<file path="src/rtl/vgachargen_pkg.sv">
// Shared types for the VGA character generator: timing widths, timing
// config bundle, 640x480 defaults and the timing controller state encoding.
package vgachargen_pkg;

  localparam int VGA_MAX_H_WIDTH = 11;
  localparam int VGA_MAX_V_WIDTH = 10;

  typedef logic [VGA_MAX_H_WIDTH-1:0] hval_t;
  typedef logic [VGA_MAX_V_WIDTH-1:0] vval_t;

  typedef struct packed {
    hval_t hd;
    hval_t hf;
    hval_t hr;
    hval_t hb;
    vval_t vd;
    vval_t vf;
    vval_t vr;
    vval_t vb;
  } vga_timing_t;

  localparam vga_timing_t DEFAULT_640x480 = '{
    hd: 11'd640, hf: 11'd16, hr: 11'd96, hb: 11'd48,
    vd: 10'd480, vf: 10'd10, vr: 10'd2,  vb: 10'd33
  };

  localparam int DEFAULT_DIV = 4;

  typedef enum logic [2:0] {
    ST_OFF,
    ST_LOAD,
    ST_RUN,
    ST_PEND,
    ST_STOP_WAIT
  } ctrl_state_e;

  function automatic hval_t h_total(vga_timing_t t);
    return t.hd + t.hf + t.hr + t.hb;
  endfunction

  function automatic vval_t v_total(vga_timing_t t);
    return t.vd + t.vf + t.vr + t.vb;
  endfunction

  // Two guard bits: four terms can carry past the first extra bit.
  function automatic logic timing_ok(vga_timing_t t);
    logic [VGA_MAX_H_WIDTH+1:0] hs;
    logic [VGA_MAX_V_WIDTH+1:0] vs;
    hs = {2'b00, t.hd} + {2'b00, t.hf}
       + {2'b00, t.hr} + {2'b00, t.hb};
    vs = {2'b00, t.vd} + {2'b00, t.vf}
       + {2'b00, t.vr} + {2'b00, t.vb};
    return (t.hd > t.hf) && (t.hd > t.hr)
        && (t.hd > t.hb) && (t.vd > t.vf)
        && (t.vd > t.vr) && (t.vd > t.vb)
        && (t.hr != '0) && (t.vr != '0)
        && (hs[VGA_MAX_H_WIDTH+1:VGA_MAX_H_WIDTH] == 2'b00)
        && (vs[VGA_MAX_V_WIDTH+1:VGA_MAX_V_WIDTH] == 2'b00);
  endfunction

endpackage

</file>
<file path="src/rtl/vga_pixel_en_div.sv">
// Pixel-enable divider: strobe every div_i clocks, synchronously cleared.
// Ports: clk_i, arstn_i, clr_i (hold count at 0), div_i, strobe_o.
module vga_pixel_en_div #(
  parameter int DIV_W = 4
) (
  input  logic             clk_i,
  input  logic             arstn_i,
  input  logic             clr_i,
  input  logic [DIV_W-1:0] div_i,
  output logic             strobe_o
);

  logic [DIV_W-1:0] cnt_q;
  logic [DIV_W-1:0] cnt_d;
  logic [DIV_W-1:0] last;

  assign last     = div_i - DIV_W'(1);
  assign strobe_o = (cnt_q == last);

  always_comb begin
    cnt_d = cnt_q + DIV_W'(1);
    if (clr_i || strobe_o) cnt_d = '0;
  end

  always_ff @(posedge clk_i or negedge arstn_i) begin
    if (!arstn_i) cnt_q <= '0;
    else          cnt_q <= cnt_d;
  end

endmodule

</file>
<file path="src/rtl/vga_timing_ctrl.sv">
// Sequences timing_generator: owns active timings, pixel enable, start/stop.
// Ports: cfg_* handshake + err, start/stop, gen counts in, tg_* to generator.
module vga_timing_ctrl
  import vgachargen_pkg::*;
#(
  parameter int DIV_W = 4
) (
  input  logic                       clk_i,
  input  logic                       arstn_i,
  input  logic                       cfg_valid_i,
  output logic                       cfg_ready_o,
  input  logic [VGA_MAX_H_WIDTH-1:0] cfg_hd_i,
  input  logic [VGA_MAX_H_WIDTH-1:0] cfg_hf_i,
  input  logic [VGA_MAX_H_WIDTH-1:0] cfg_hr_i,
  input  logic [VGA_MAX_H_WIDTH-1:0] cfg_hb_i,
  input  logic [VGA_MAX_V_WIDTH-1:0] cfg_vd_i,
  input  logic [VGA_MAX_V_WIDTH-1:0] cfg_vf_i,
  input  logic [VGA_MAX_V_WIDTH-1:0] cfg_vr_i,
  input  logic [VGA_MAX_V_WIDTH-1:0] cfg_vb_i,
  input  logic [DIV_W-1:0]           cfg_div_i,
  output logic                       cfg_err_o,
  input  logic                       start_i,
  input  logic                       stop_i,
  input  logic [VGA_MAX_H_WIDTH-1:0] hcount_i,
  input  logic [VGA_MAX_V_WIDTH-1:0] vcount_i,
  output logic [VGA_MAX_H_WIDTH-1:0] tg_hd_o,
  output logic [VGA_MAX_H_WIDTH-1:0] tg_hf_o,
  output logic [VGA_MAX_H_WIDTH-1:0] tg_hr_o,
  output logic [VGA_MAX_H_WIDTH-1:0] tg_hb_o,
  output logic [VGA_MAX_V_WIDTH-1:0] tg_vd_o,
  output logic [VGA_MAX_V_WIDTH-1:0] tg_vf_o,
  output logic [VGA_MAX_V_WIDTH-1:0] tg_vr_o,
  output logic [VGA_MAX_V_WIDTH-1:0] tg_vb_o,
  output logic                       tg_we_o,
  output logic                       tg_en_o,
  output logic                       frame_start_o,
  output logic                       running_o
);

  vga_timing_t      cfg;
  vga_timing_t      act_q;
  vga_timing_t      pend_q;
  logic [DIV_W-1:0] act_div_q;
  logic [DIV_W-1:0] pend_div_q;
  ctrl_state_e      state_q;
  logic             rdy_q;
  logic             we_q;
  logic             err_q;
  logic             fs_q;
  logic             pend_vld_q;
  hval_t            htot_q;
  vval_t            vtot_q;
  logic             take;
  logic             cfg_ok;
  logic             active;
  logic             strobe;
  logic             frame_last;

  assign cfg = '{
    hd: cfg_hd_i, hf: cfg_hf_i, hr: cfg_hr_i, hb: cfg_hb_i,
    vd: cfg_vd_i, vf: cfg_vf_i, vr: cfg_vr_i, vb: cfg_vb_i
  };

  assign take   = cfg_valid_i & rdy_q;
  assign cfg_ok = timing_ok(cfg) & (cfg_div_i != '0);
  assign active = state_q inside {ST_RUN, ST_PEND, ST_STOP_WAIT};

  vga_pixel_en_div #(
    .DIV_W (DIV_W)
  ) u_div (
    .clk_i    (clk_i),
    .arstn_i  (arstn_i),
    .clr_i    (!active),
    .div_i    (act_div_q),
    .strobe_o (strobe)
  );

  assign tg_en_o    = strobe & active;
  assign frame_last = tg_en_o
                    && (hcount_i == htot_q - hval_t'(1))
                    && (vcount_i == vtot_q - vval_t'(1));

  always_ff @(posedge clk_i or negedge arstn_i) begin
    if (!arstn_i) begin
      state_q    <= ST_OFF;
      act_q      <= DEFAULT_640x480;
      pend_q     <= DEFAULT_640x480;
      act_div_q  <= DIV_W'(DEFAULT_DIV);
      pend_div_q <= DIV_W'(DEFAULT_DIV);
      rdy_q      <= 1'b1;
      we_q       <= 1'b0;
      err_q      <= 1'b0;
      fs_q       <= 1'b0;
      pend_vld_q <= 1'b0;
      htot_q     <= h_total(DEFAULT_640x480);
      vtot_q     <= v_total(DEFAULT_640x480);
    end else begin
      we_q   <= 1'b0;
      err_q  <= 1'b0;
      fs_q   <= frame_last | (state_q == ST_LOAD);
      htot_q <= h_total(act_q);
      vtot_q <= v_total(act_q);
      unique case (state_q)
        ST_OFF: begin
          if (take) begin
            if (cfg_ok) begin
              act_q     <= cfg;
              act_div_q <= cfg_div_i;
            end else begin
              err_q <= 1'b1;
            end
          end
          if (start_i) begin
            state_q <= ST_LOAD;
            we_q    <= 1'b1;
            rdy_q   <= 1'b0;
          end
        end
        ST_LOAD: begin
          state_q <= ST_RUN;
          rdy_q   <= 1'b1;
        end
        ST_RUN: begin
          // stop outranks a simultaneous offer: nothing is taken
          if (stop_i) begin
            state_q <= ST_STOP_WAIT;
            rdy_q   <= 1'b0;
          end else if (take) begin
            if (cfg_ok) begin
              pend_q     <= cfg;
              pend_div_q <= cfg_div_i;
              pend_vld_q <= 1'b1;
              state_q    <= ST_PEND;
              rdy_q      <= 1'b0;
            end else begin
              err_q <= 1'b1;
            end
          end
        end
        ST_PEND: begin
          if (frame_last) begin
            act_q      <= pend_q;
            act_div_q  <= pend_div_q;
            pend_vld_q <= 1'b0;
            if (stop_i) begin
              state_q <= ST_OFF;
              rdy_q   <= 1'b1;
            end else begin
              state_q <= ST_LOAD;
              we_q    <= 1'b1;
            end
          end else if (stop_i) begin
            state_q <= ST_STOP_WAIT;
          end
        end
        ST_STOP_WAIT: begin
          if (frame_last) begin
            if (pend_vld_q) begin
              act_q     <= pend_q;
              act_div_q <= pend_div_q;
            end
            pend_vld_q <= 1'b0;
            state_q    <= ST_OFF;
            rdy_q      <= 1'b1;
          end
        end
        default: begin
          state_q <= ST_OFF;
          rdy_q   <= 1'b1;
        end
      endcase
    end
  end

  assign cfg_ready_o   = rdy_q;
  assign cfg_err_o     = err_q;
  assign tg_we_o       = we_q;
  assign frame_start_o = fs_q;
  assign running_o     = (state_q != ST_OFF);

  assign tg_hd_o = act_q.hd;
  assign tg_hf_o = act_q.hf;
  assign tg_hr_o = act_q.hr;
  assign tg_hb_o = act_q.hb;
  assign tg_vd_o = act_q.vd;
  assign tg_vf_o = act_q.vf;
  assign tg_vr_o = act_q.vr;
  assign tg_vb_o = act_q.vb;

endmodule

</file>
<file path="config.mk">
export PLATFORM = sky130hd
export DESIGN_NAME = vga_timing_ctrl
export DESIGN_NICKNAME = d
export VERILOG_FILES = /design/src/rtl/vgachargen_pkg.sv /design/src/rtl/vga_pixel_en_div.sv /design/src/rtl/vga_timing_ctrl.sv
export SDC_FILE = /design/constraint.sdc
export NUM_CORES = 1
export LEC_CHECK = 0
export ABC_CLOCK_PERIOD_IN_PS = 4400
export BUFFER_PORTS_ARGS = -buffer_cell sky130_fd_sc_hd__buf_4
export CORE_UTILIZATION = 59
export CTS_CLUSTER_SIZE = 14
export DETAILED_ROUTE_END_ITERATION = 6
export HOLD_SLACK_MARGIN = 0.1
export PLACE_DENSITY = 0.88
export SETUP_SLACK_MARGIN = 0.1
export SLEW_MARGIN = 25
export SYNTH_ARGS = -nofsm -noshare
export SYNTH_HDL_FRONTEND = slang
export SYNTH_SLANG_ARGS = --single-unit
</file>
<file path="constraint.sdc">
create_clock -name clk_i -period 4.4 [get_ports clk_i]
set_input_delay 0.22 -clock clk_i [delete_from_list [all_inputs] [get_ports clk_i]]
set_output_delay 0.22 -clock clk_i [all_outputs]
set_load 0.05 [all_outputs]
</file>
### Word-level counts from Yosys, hierarchy flattened

Cells that the tools add are included.

* add/sub/neg operators: 16
* multiply operators: 0
* divide/modulo/power cells: 0
* order comparisons: 6
* equality and inequality tests: 21
* shift operators: 0
* muxes and demuxes: 43
* bitwise gates (word level): 5
* reductions and logical operators: 29

Operators by type and width (count)
* $mux W84: 5
* $pmux W84 S3: 1
* $add A11 B11 Y11: 3
* $gt A11 B11 Y1: 3
* $add A10 B10 Y10: 3
* $gt A10 B10 Y1: 3
* $mux W4: 6
* $mux W3: 7
* $ne A2 B2 Y1 const B: 10
* $mux W1: 18
* $pmux W3 S5: 1
* $add A12 B11 Y13: 1
* $add A13 B11 Y13: 1
* $add A11 B10 Y12: 1
* $add A11 B11 Y12: 1
* $add A12 B10 Y12: 1
* $pmux W4 S3: 1
* $reduce_and A6 Y1: 2
* $add A10 B10 Y11: 1
* $eq A11 B11 Y1: 1
* $logic_and A1 B1 Y1: 11
* $reduce_bool A11 Y1: 1
* $sub A11 B1 Y11 const B: 1
* $eq A10 B10 Y1: 1
* 25 further kinds: 36

* register bits after elaboration: 209
* bits in latches: 0
* RAM bits: 0
* bits in read-only memories: 0
* logic and storage cells: 147
* memories: 0

### Longest topological paths before layout

* word-level depth: 15
* depth in mapped cells: 17
* mapped depth without buffers: 14

### Hierarchy

From an unflattened synthesis, not the netlist that was laid out.

* cells, all modules: 1265
* area total of the unflattened synthesis: 13943.4 µm²

Modules (own cells, without submodules)
* vga_timing_ctrl: times used 1, cells each 1241, area each 13668.1 µm², sequential area each 5182.5 µm²
* vga_pixel_en_div: times used 1, cells each 24, area each 275.3 µm², sequential area each 100.1 µm²

### Worst setup path after synthesis

OpenSTA, ideal clock, no wires.

* path kind: input-to-reg
* start: in cfg_hd_i[10]
* end: reg act_div_q[3]
* setup time: 127 ps
* arrival: 3944 ps
* data required time: 4273 ps
* slack: 329 ps
* stages on the path: 17
* cell sequence: inv_1 > fa_1 > fa_1 > inv_1 > ha_1 > or4_1 > a211oi_1 > and4_1 > o211ai_1 > and3b_1 > nand3_1 > o31ai_4 > and2_1 > buf_4 > buf_6 > buf_6 > mux2_1

* longest elaborated chain between the ends: 13

Ends and longest elaborated chain
* start, declared: line vga_timing_ctrl.sv:12 `input logic [VGA_MAX_H_WIDTH-1:0] cfg_hd_i,`
* branches (longest 8 deep; another with $add A12 B11 Y13)
* $logic_and A1 B1 Y1 *: line vgachargen_pkg.sv:57 `&& (hs[VGA_MAX_H_WIDTH+1:VGA_MAX_H_WIDTH] == 2'b00)`
* $logic_and A1 B1 Y1 *: line vgachargen_pkg.sv:58 `&& (vs[VGA_MAX_V_WIDTH+1:VGA_MAX_V_WIDTH] == 2'b00);`
* $and A1 B1 Y1 *: line vga_timing_ctrl.sv:65 `assign cfg_ok = timing_ok(cfg) & (cfg_div_i != '0);`
* $ne A2 B2 Y1 (no source line) *
* $reduce_and A6 Y1 (no source line) *
* end signal, assigned: line vga_timing_ctrl.sv:88 `act_div_q <= DIV_W'(DEFAULT_DIV);`
* end signal, assigned: line vga_timing_ctrl.sv:108 `act_div_q <= cfg_div_i;`
* end signal, assigned: line vga_timing_ctrl.sv:143 `act_div_q <= pend_div_q;`
* end, declared: line vga_timing_ctrl.sv:43 `logic [DIV_W-1:0] act_div_q;`

Mark *: on every way between the ends.
A chain may end at the register's enable or synchronous reset.

### Worst setup path after layout

* start: in cfg_vd_i[5]
* end: reg act_q (netlist bit tg_hb_o[7])

* longest elaborated chain between the ends: 11

Ends and longest elaborated chain
* start, declared: line vga_timing_ctrl.sv:16 `input logic [VGA_MAX_V_WIDTH-1:0] cfg_vd_i,`
* branches (longest 7 deep; another with $add A11 B10 Y12)
* $logic_and A1 B1 Y1 *: line vgachargen_pkg.sv:58
* $and A1 B1 Y1 *: line vga_timing_ctrl.sv:65
* $ne A2 B2 Y1 (no source line) *
* $reduce_and A6 Y1 (no source line) *
* end signal, assigned: line vga_timing_ctrl.sv:86 `act_q <= DEFAULT_640x480;`
* end signal, assigned: line vga_timing_ctrl.sv:107 `act_q <= cfg;`
* end signal, assigned: line vga_timing_ctrl.sv:142 `act_q <= pend_q;`
* end, declared: line vga_timing_ctrl.sv:41 `vga_timing_t act_q;`

Marked as above.

==> run summary <==
The flow ran to the end, but the final reports show violations. The checks that failed: negative setup slack. The post-route non-filler standard cell count is 1854. In this run the vertical extent of the chip is 156 um. The share of final-layout standard cells stronger than drive strength 1 works out to 41.2%.

The measured slew at the worst slew-check pin was 0.939 ns. By count the netlist is led by sky130_fd_sc_hd__mux2_2 (233), sky130_fd_sc_hd__dfrtp_1 (167), sky130_fd_sc_hd__inv_1 (151), sky130_fd_sc_hd__ha_1 (105), sky130_fd_sc_hd__fa_1 (78). Summed over all nets, the switching power comes to 7.43 mW. The cell depth of the worst flop-to-flop path is 13. The detail route stage leaves a number of antenna-violating nets equal to 0. The number of max-capacitance violations reported is 0, and the routed wire length is 49400 um. The count of flip-flops with a built-in enable after synthesis came out at 0.

Power spread over the standard cell area amounts to 821 nW/um^2. OpenSTA, run right after detailed placement, puts the worst setup slack at 0.132 ns. In this run switching power makes up 48.5% of total power.

The final RePlAce weighted congestion is 0.919, and the top fanout value on the critical path is 6. The total overflow left after global routing is 0. The internal power of the cells totals 7.89 mW.

The tools report the hold-critical path endpoint as tg_vr_o[3]. The tightest min-delay check is of the in2reg type. The final period demand of the worst path is 4.66 ns, and the number of DRC violations after detailed-routing iteration 0 is 1218. The relative contribution of combinational cells to total power is 63.5%. The root buffer cell chosen for the clock tree is sky130_fd_sc_hd__clkbuf_16. Synthesis instantiated 66 different standard cells from the library. The total number of vias was 12.0k.

In this run the most critical hold path is launched from cfg_vr_i[3]. The run gives 0 as the count of yosys warnings during synthesis. Among all flip-flop cells after synthesis, the most frequent one is sky130_fd_sc_hd__dfrtp_1. Counting tap cells, the placed design contains a total of 1672 instances. After detailed routing, the number of remaining DRC violations is 0. In this run the core area contains 56 standard-cell rows.

Clock-pin slew was measured on the worst setup and hold paths at 0.07 ns. The top-level I/O count came out at 204. From synthesis to final layout, the design area changed by 32.6%. The worst register-to-register path has a setup slack of 0.69 ns. The number of max-slew violations in the final report is 0. Sorting the synthesized cells by area gives the leading types as sky130_fd_sc_hd__dfrtp_1 (30%), sky130_fd_sc_hd__mux2_2 (19%), sky130_fd_sc_hd__fa_1 (11%). Synthesized area: 14100 um^2. After legalization and detailed placement, the total HPWL measured 26400 um. For the hold violation total from the final report, the log shows 0. The average footprint of a synthesized cell is 12.0 um^2. Type of the worst setup path: in2reg. The final design utilization is 79.8%. Measured against its own limit, the worst slew margin works out to 37.4%. TritonCTS built the clock tree. In this run the critical register-to-register path is captured at tg_hb_o[7]. The number of standard cells after synthesis came out at 1168.

The tools report the level count of the clock H-tree as 1. The critical path starts at cfg_vd_i[5]. The number of vias per cell is 6.45, and the average wire length per cell after detail routing is 26.6 um.

The portion of total power attributed to the clock network was 14.5%; the post-route clock period utilization was 106%. The worst hold path was traced through 3 stages. The tree built by TritonCTS fans out to 209 sinks.

Across the routed clock network, the largest skew measured is 0.0144 ns. The signal on the critical path passes through dlygate4sd3_1 -> buf_4 -> inv_1 -> fa_2 -> fa_1 -> inv_1 -> ha_1 -> o21ai_1 -> nand2b_1 -> a21oi_1 -> a21oi_1 -> a311oi_2 -> nand3_2 -> buf_6 -> o31ai_4 -> and2_4 -> buf_6 -> clkbuf_16 -> mux2_2. The x dimension of the die came out at 156 um.

For this run, the total global-route usage over all layers was measured as 33.2%. The tools report the number of setup violations in the final report as 173. The share of synthesized area in the top cell type comes to 29.7%.

The run gives 107 as the pin count of the biggest net entering global routing. The number of antenna violations at the first check in global routing is 3. The startpoint identified for the worst register-to-register timing path is act_div_q[0]. In this run, flip-flops and latches consume 22.0% of the power. The tools report the final setup slack of the worst path as -0.256 ns.

The worst setup path is captured at a register. The most common cell in the synthesized netlist is sky130_fd_sc_hd__mux2_2. The final-stage net count was 1811; the maximum cell stage delay along the critical path was 0.57 ns. Synthesis inferred 209 register bits. Summed over all instances, the cell type with the most area after synthesis is sky130_fd_sc_hd__dfrtp_1. Once the floorplan was initialized, standard cells occupied 60.1% of the core. The count of buffers added on input and output ports is 203. Among all stages on the critical path, the largest delay is contributed by sky130_fd_sc_hd__dlygate4sd3_1. The run gives 1465 as the number of nets in the synthesized netlist. STA classifies the critical path startpoint as a primary input.

For the via count of the first global-routing pass, the log shows 11.7k. The insertion delay to the later sink of the worst-skew pair is 0.53 ns. The largest vdd supply drop was 0.000509 V; the first-pass iteration count of the detailed router was 6.

Counting flops with an async set or reset pin after synthesis yields a share of 100%. The clock passes through at most 3 buffers. The total CTS buffers was 24; the arrival time at the worst endpoint was 5.06 ns. The logs give 24500 um^2 for the die area and 23400 um^2 for the core box area.

The first global-routing pass estimated 62600 um of wire. After synthesis, flip-flops and latches occupy 37.5% of the total area. For the required time at the worst-slack endpoint, the log shows 4.81 ns. For this run, the top clock speed supported by timing is 0.215 GHz. Static leakage: 9.32 nW.
[logic make-up (layout without fill, tap and decap cells)]
group / after synthesis / in the layout / share of synthesized area [%]
flip-flops: 209 / 209 / 37.5
buffers and inverters: 183 / 547 / 5.36
XOR/XNOR: 56 / 56 / 3.49
AO/OA/AOI/OAI: 145 / 145 / 6.83
AND/OR/NAND/NOR: 135 / 135 / 5.88
other: 0 / 3 / 0
adder cells (fa/ha/maj): 183 / 183 / 20.4
multiplexers: 257 / 257 / 20.5
[worst max-delay path: cells and delay by family]
family | cells | cell delay [ns]
buf+inv | 7 | 1.40
fa+ha+maj | 3 | 1.33
compound gates | 5 | 1.20
simple gates | 3 | 0.55
mux | 1 | 0.34
[repair_timing]
action,CTS,global route
setup endpoints to repair,0,168
gates resized for setup,0,88
endpoints found under the hold margin,215,0
setup buffers,0,29
hold buffers,92,0
[sequential cells by signal, indices dropped and copies added, names as in the netlist, 3 cells and up]
name,cells
state_q,3
act_div_q,4
vtot_q,10
tg_hf_o,11
tg_hd_o,11
pend_div_q,4
tg_hr_o,11
pend_q,84
tg_vf_o,10
tg_vd_o,10
tg_vb_o,10
tg_vr_o,10
u_div.cnt_q,4
tg_hb_o,11
htot_q,11
[cell type report]
class                           count  area (um^2)
Sequential cell                   209         5280
Clock buffer                       36          717
Antenna cell                        3         7.51
Timing Repair Buffer              352         3310
Clock inverter                      8          150
Multi-Input combinational cell    776         8230
Fill cell                        1180         4740
Inverter                          151          574
Tap cell                          319          399
[per-stage QoR]
| stage | total power [mW] | hold WS [ns] | TNS, ns | area (um^2) |
|---|---|---|---|---|
| global placement | 11.6 | 0.386 | 0 | 16000 |
| detailed placement | 11.9 | 0.383 | 0 | 16000 |
| CTS | 14.2 | 0.102 | 0 | 17800 |
| floorplan | 9.26 | -0.0756 | 0 | 14100 |
| finish | 15.3 | 0.107 | -29.83 | 18700 |
| global route | 15.9 | 0.110 | -43.78 | 18700 |
[power by group through the flow]
stage,Clock [mW],Sequential (mW),Combinational [mW]
global route,2.31,3.43,10.2
global placement,0,3.32,8.27
finish,2.22,3.37,9.73
floorplan,0,4.53,4.73
detailed placement,0,3.34,8.52
CTS,2.20,3.32,8.69
[placed cells by master, fill, tap and decap left out, types with 14 or more instances in the layout]
master,n
sky130_fd_sc_hd__clkbuf_16,35
sky130_fd_sc_hd__nor3_1,14
sky130_fd_sc_hd__dfrtp_1,167
sky130_fd_sc_hd__dfstp_2,42
sky130_fd_sc_hd__nand2_1,14
sky130_fd_sc_hd__a21o_1,32
sky130_fd_sc_hd__dlygate4sd3_1,81
sky130_fd_sc_hd__inv_2,17
sky130_fd_sc_hd__ha_1,97
sky130_fd_sc_hd__a21oi_1,48
sky130_fd_sc_hd__fa_1,73
sky130_fd_sc_hd__mux2_1,15
sky130_fd_sc_hd__nand4_1,17
sky130_fd_sc_hd__buf_4,213
sky130_fd_sc_hd__inv_1,131
sky130_fd_sc_hd__buf_6,25
sky130_fd_sc_hd__xor2_1,19
sky130_fd_sc_hd__nor2_1,18
sky130_fd_sc_hd__mux2_2,231
sky130_fd_sc_hd__xnor2_1,37
sky130_fd_sc_hd__o21ai_0,16
[metal layers]
metal	vias to the layer above	GRT usage [%]	part of all wire, %
met2	906	57.2	47
met4	2	12.7	7.9
met3	353	5.48	9.9
li1	4779	-	-
met1	5914	42.0	35
met5	-	0	0.026
[worst max-delay path by stage]
stage / endpoint / slack (ns) / depth (start not counted)
3_3_place_gp: tg_vd_o[1] / 0.27 / 16
5_1_grt: tg_vr_o[7] / -0.32 / 19
4_1_cts: pend_q[78] / 0.12 / 17
2_1_floorplan: act_div_q[3] / 0.33 / 17
3_5_place_dp: pend_q[78] / 0.13 / 16
6_report: tg_hb_o[7] / -0.26 / 19
Note: power is estimated with default switching activity, not from simulation.
